## config.mk

```make
export PLATFORM = sky130hd
export DESIGN_NAME = alu_nibble_seq
export DESIGN_NICKNAME = d
export VERILOG_FILES = /design/src/rtl/alu_nibble_seq.sv
export SDC_FILE = /design/constraint.sdc
export NUM_CORES = 1
export LEC_CHECK = 0
export CAP_MARGIN = 40
export CORE_MARGIN = 2
export CORE_UTILIZATION = 27
export DETAILED_ROUTE_END_ITERATION = 16
export GPL_TIMING_DRIVEN = 0
export PLACE_DENSITY_LB_ADDON = 0.15
export RECOVER_POWER = 100
export REMOVE_ABC_BUFFERS = 1
export SYNTH_ARGS = -nofsm -noshare
export SYNTH_HDL_FRONTEND = slang
export SYNTH_SLANG_ARGS = --single-unit
```

## constraint.sdc

```tcl
create_clock -name clk -period 2.4 [get_ports clk]
set_input_delay 0.36 -clock clk [delete_from_list [all_inputs] [get_ports clk]]
set_output_delay 0.36 -clock clk [all_outputs]
set_load 0.1 [all_outputs]
```

## src/rtl/alu_nibble_seq.sv

```systemverilog
// alu_nibble_seq: runs a 4*NIBBLES-bit operation through a shared external
// 4-bit ALU one nibble per cycle, chaining the carry between passes.
//
//   state | meaning
//   IDLE  | ready for start; result/cout hold the last operation
//   RUN   | one ALU pass per cycle on nibble idx
//   DONE  | single-cycle done pulse, then back to IDLE
module alu_nibble_seq #(
    parameter int NIBBLES = 4
) (
    input  logic                   clk,
    input  logic                   rst,
    input  logic                   start,
    output logic                   ready,
    input  logic [4*NIBBLES-1:0]   a_in,
    input  logic [4*NIBBLES-1:0]   b_in,
    input  logic [3:0]             s_in,
    input  logic                   m_in,
    input  logic                   cin_in,
    output logic [3:0]             alu_a,
    output logic [3:0]             alu_b,
    output logic [3:0]             alu_s,
    output logic                   alu_m,
    output logic                   alu_cin,
    input  logic [3:0]             alu_f,
    input  logic                   alu_cout,
    output logic [4*NIBBLES-1:0]   result,
    output logic                   cout,
    output logic                   done
);

    localparam int IW = (NIBBLES > 1) ? $clog2(NIBBLES) : 1;

    typedef enum logic [1:0] {
        IDLE = 2'd0,
        RUN  = 2'd1,
        DONE = 2'd2
    } state_t;

    state_t                 state;
    logic [IW-1:0]          idx;
    logic [4*NIBBLES-1:0]   a_reg;
    logic [4*NIBBLES-1:0]   b_reg;
    logic [3:0]             s_reg;
    logic                   m_reg;
    logic                   cin_reg;
    logic                   carry_reg;

    // ALU drive: only latched registers feed the ALU, and only while running
    always_comb begin
        alu_a   = '0;
        alu_b   = '0;
        alu_s   = '0;
        alu_m   = 1'b0;
        alu_cin = 1'b0;
        if (state == RUN) begin
            alu_s   = s_reg;
            alu_m   = m_reg;
            alu_cin = (idx == '0) ? cin_reg : carry_reg;
            for (int i = 0; i < NIBBLES; i++) begin
                if (idx == IW'(i)) begin
                    alu_a = a_reg[4*i +: 4];
                    alu_b = b_reg[4*i +: 4];
                end
            end
        end
    end

    // Sequencer FSM with registered ready/done/result/cout
    always_ff @(posedge clk or posedge rst) begin
        if (rst) begin
            state     <= IDLE;
            ready     <= 1'b1;
            done      <= 1'b0;
            result    <= '0;
            cout      <= 1'b0;
            idx       <= '0;
            carry_reg <= 1'b0;
            a_reg     <= '0;
            b_reg     <= '0;
            s_reg     <= '0;
            m_reg     <= 1'b0;
            cin_reg   <= 1'b0;
        end else begin
            case (state)
                IDLE: begin
                    done <= 1'b0;
                    if (start) begin
                        a_reg     <= a_in;
                        b_reg     <= b_in;
                        s_reg     <= s_in;
                        m_reg     <= m_in;
                        cin_reg   <= cin_in;
                        idx       <= '0;
                        result    <= '0;
                        carry_reg <= 1'b0;
                        ready     <= 1'b0;
                        state     <= RUN;
                    end
                end
                RUN: begin
                    for (int i = 0; i < NIBBLES; i++) begin
                        if (idx == IW'(i)) begin
                            result[4*i +: 4] <= alu_f;
                        end
                    end
                    carry_reg <= alu_cout;
                    if (idx == IW'(NIBBLES - 1)) begin
                        // idx stays put on the last pass so it never wraps
                        cout  <= alu_cout;
                        done  <= 1'b1;
                        state <= DONE;
                    end else begin
                        idx <= idx + IW'(1);
                    end
                end
                DONE: begin
                    done  <= 1'b0;
                    ready <= 1'b1;
                    state <= IDLE;
                end
                default: begin
                    done  <= 1'b0;
                    ready <= 1'b1;
                    state <= IDLE;
                end
            endcase
        end
    end

endmodule
```

==> summary.txt <==
Setup path
  • Max incr delay on CP: 0.42 ns
  • Crit path cell chain: inv_2 -> ha_4 -> nor2b_4 -> buf_4 -> a221oi_4 -> o31ai_4 -> clkbuf_16
  • CP max stage cell: dfrtp_1
  • WP data required: 2.04 ns
  • CP Capture Type: primary output
  • Crit Path Max Fanout: 3
  • Type of origin of the critical path: register
  • Critical Path AT: 2.05 ns
  • Crit Path Category: reg -> out

Floorplanning
  • Initial Util: 27.9%
  • Die height: 107 µm
  • Core ar.: 10300 µm²
  • Die area: 11500 µm²
  • # IOs: 79
  • Row count: 37
  • Die X: 107 µm

Logic synthesis
  • Share of Yosys cell area claimed by the top area cell type: 53.0%
  • Post-synth EDFFs: 0
  • Main area contributors after synthesis: dfrtp_1 (53%), mux2_2 (14%), a22o_1 (9.7%)
  • Ys async rst share: 100%
  • Yosys cell types: 29
  • Most common cell in the netlist: dfrtp_1
  • Top post-synthesis cells by count: dfrtp_1 (61), mux2_2 (36), a22o_1 (32)
  • Sequential-to-total area share from yosys stat: 53.9%
  • Synth Area per Inst: 12.9 µm²
  • Synthesized area: 2880 µm²
  • Post-synth top flop: dfrtp_1
  • Synth Instances: 223
  • Synth area leader: dfrtp_1
  • Yosys warning count: 0
  • Yosys reg bits: 62

Drt
  • DRT antenna net count: 0
  • DRT Wirelength: 8.02 mm
  • First-pass DRT Iterations: 4
  • Post-route DRC: 0
  • Iteration-0 DRC Markers: 60
  • Vias per inst: 4.68
  • Via Count: 2309
  • Routed wire length per instance: 16.3 µm

Timing
  • Final WS setup: -0.00773 ns
  • Fmax: 415 MHz
  • Period utilization: 100%
  • Final setup viols: 1
  • RSZ-0062 raised after global routing: true
  • Worst slew margin: 41.2%
  • Setup_tns: -0.00773 ns
  • Worst Tran Pin Value: 0.883 ns
  • Final clock skew: 0.00360 ns
  • Final min period: 2.41 ns
  • Final hold violation count: 0
  • Slew Limit Fails: 0

Layout
  • Fillers: 920
  • Layout area overhead: 70.0%
  • Ant diodes: 0
  • Nets: 402
  • Layout cells sized above 1: 40.6%

Global route
  • Number of global-route vias before repair: 2392
  • Largest net degree at the start of global routing: 36
  • GR Util All Layers: 14.8%
  • Antenna violations before repair: 0
  • Remaining Overflow, GRT: 0
  • First-pass GRT wire length: 12.9 mm

Placement
  • Placer Congestion: 0.686
  • Placed wire-length estimate: 5.18 mm
  • Port bufs: 78

Job
  • Max-cap check violation count: 0

Clock tree
  • Worst-path clk slew: 0.07 ns
  • CTS root buffer: clkbuf_8
  • Worst-skew pair later-pin latency: 0.33 ns
  • CTS Buf Count: 9
  • Max clock buf depth: 2
  • # H-tree levels: 3
  • CTS sink count: 62
  • Hold_buf cts: 0
  • TritonCTS clock tree: done

Run status
  • Failing checks: setup timing
  • Status: complete, but fails checks

Hold path
  • Worst hold path type: in -> async
[cells by family after synthesis]
kind of cell / Yosys count / share of synthesized area [%]
AO/OA/AOI/OAI: 62 / 17.2
adder cells (fa/ha/maj): 4 / 1.74
buffers and inverters: 23 / 4.87
flip-flops: 62 / 53.9
multiplexers: 40 / 15.6
AND/OR/NAND/NOR: 32 / 6.65
[routing by layer]
metal	global-route usage [%]	part of all wire (%)
met5	0	0
met4	4.45	1.2
met3	3.93	3.5
met2	24.0	50
met1	19.4	45
[repair_timing]
item / CTS / global route
pin swaps: 7 / 6
gates cloned: 0 / 0
buffers inserted: 24 / 2
endpoints found under the setup margin: 14 / 9
resized for setup: 36 / 16
[metrics by stage]
| stage | util [%] | cell area (µm²) | hold WS [ns] | cells | setup WS (ns) |
|---|---|---|---|---|---|
| after global routing | 47.4 | 4900 | 0.420 | 493 | -0.113 |
| after floorplan | - | 2770 | 0.452 | 207 | -1.83 |
| final | 47.4 | 4900 | 0.399 | 493 | -0.00773 |
| after global placement | 36.0 | 3720 | 0.465 | 421 | -1.98 |
| after detailed placement | 42.1 | 4340 | 0.469 | 460 | -0.818 |
| after CTS | 46.8 | 4830 | 0.221 | 492 | 0.0000844 |
[worst max-delay path: cells and delay by family, from the launching register on]
| kind | cells | cell delay [ns] |
|---|---|---|
| AND/OR/NAND/NOR | 1 | 0.22 |
| flip-flops | 1 | 0.42 |
| adder cells (fa/ha/maj) | 1 | 0.18 |
| AO/OA/AOI/OAI | 2 | 0.35 |
| buffers and inverters | 3 | 0.53 |
[cell usage in the layout (no fill, tap or decap), types with 2 or more instances in the layout]
cell / instances
ha_4: 4
a22o_1: 32
o31ai_2: 5
buf_8: 25
and2_1: 5
a221oi_2: 2
buf_4: 22
dfrtp_1: 59
a221oi_1: 2
o21ai_0: 7
nand3_1: 8
inv_2: 2
nor2_1: 4
o31ai_4: 3
clkbuf_8: 11
a21o_1: 2
mux2_2: 36
clkdlybuf4s50_1: 68
buf_12: 7
nand2_1: 4
clkbuf_16: 4
nor2b_1: 4
mux2_1: 3
o21ai_1: 3
inv_1: 4
clkinvlp_4: 4
nand2b_1: 2
clkbuf_2: 2
buf_6: 3
a221oi_4: 3
nor2b_4: 2
[final timing paths]
kind | startpoint | endpoint | slack [ns] | cells past startpoint
hold / removal | rst | s_reg[2] | 0.40 | 2
hold reg to reg | b_reg[10] | b_reg[10] | 0.48 | 1
max in group asynchronous | rst | state[0] | 0.30 | 4
setup / recovery | idx[0] | alu_b[1] | -0.008 | 7
min in group clk | b_reg[10] | b_reg[10] | 0.48 | 1
setup reg to reg | state[0] | b_reg[12] | 0.21 | 5
[area by class of cell]
class	instances	area (µm²)	share of cell area [%]
sequential	62	1560	31.8
timing repair buffer	134	1550	31.6
multi-input combinational	138	1380	28.3
tap	136	170	3.47
clock buffer	11	151	3.09
clock inverter	5	57.6	1.18
inverter	7	30.0	0.613
Power is left out: the tool's default activity adds up to more than one toggle a clock period on the data nets, which glitch-free logic cannot reach.
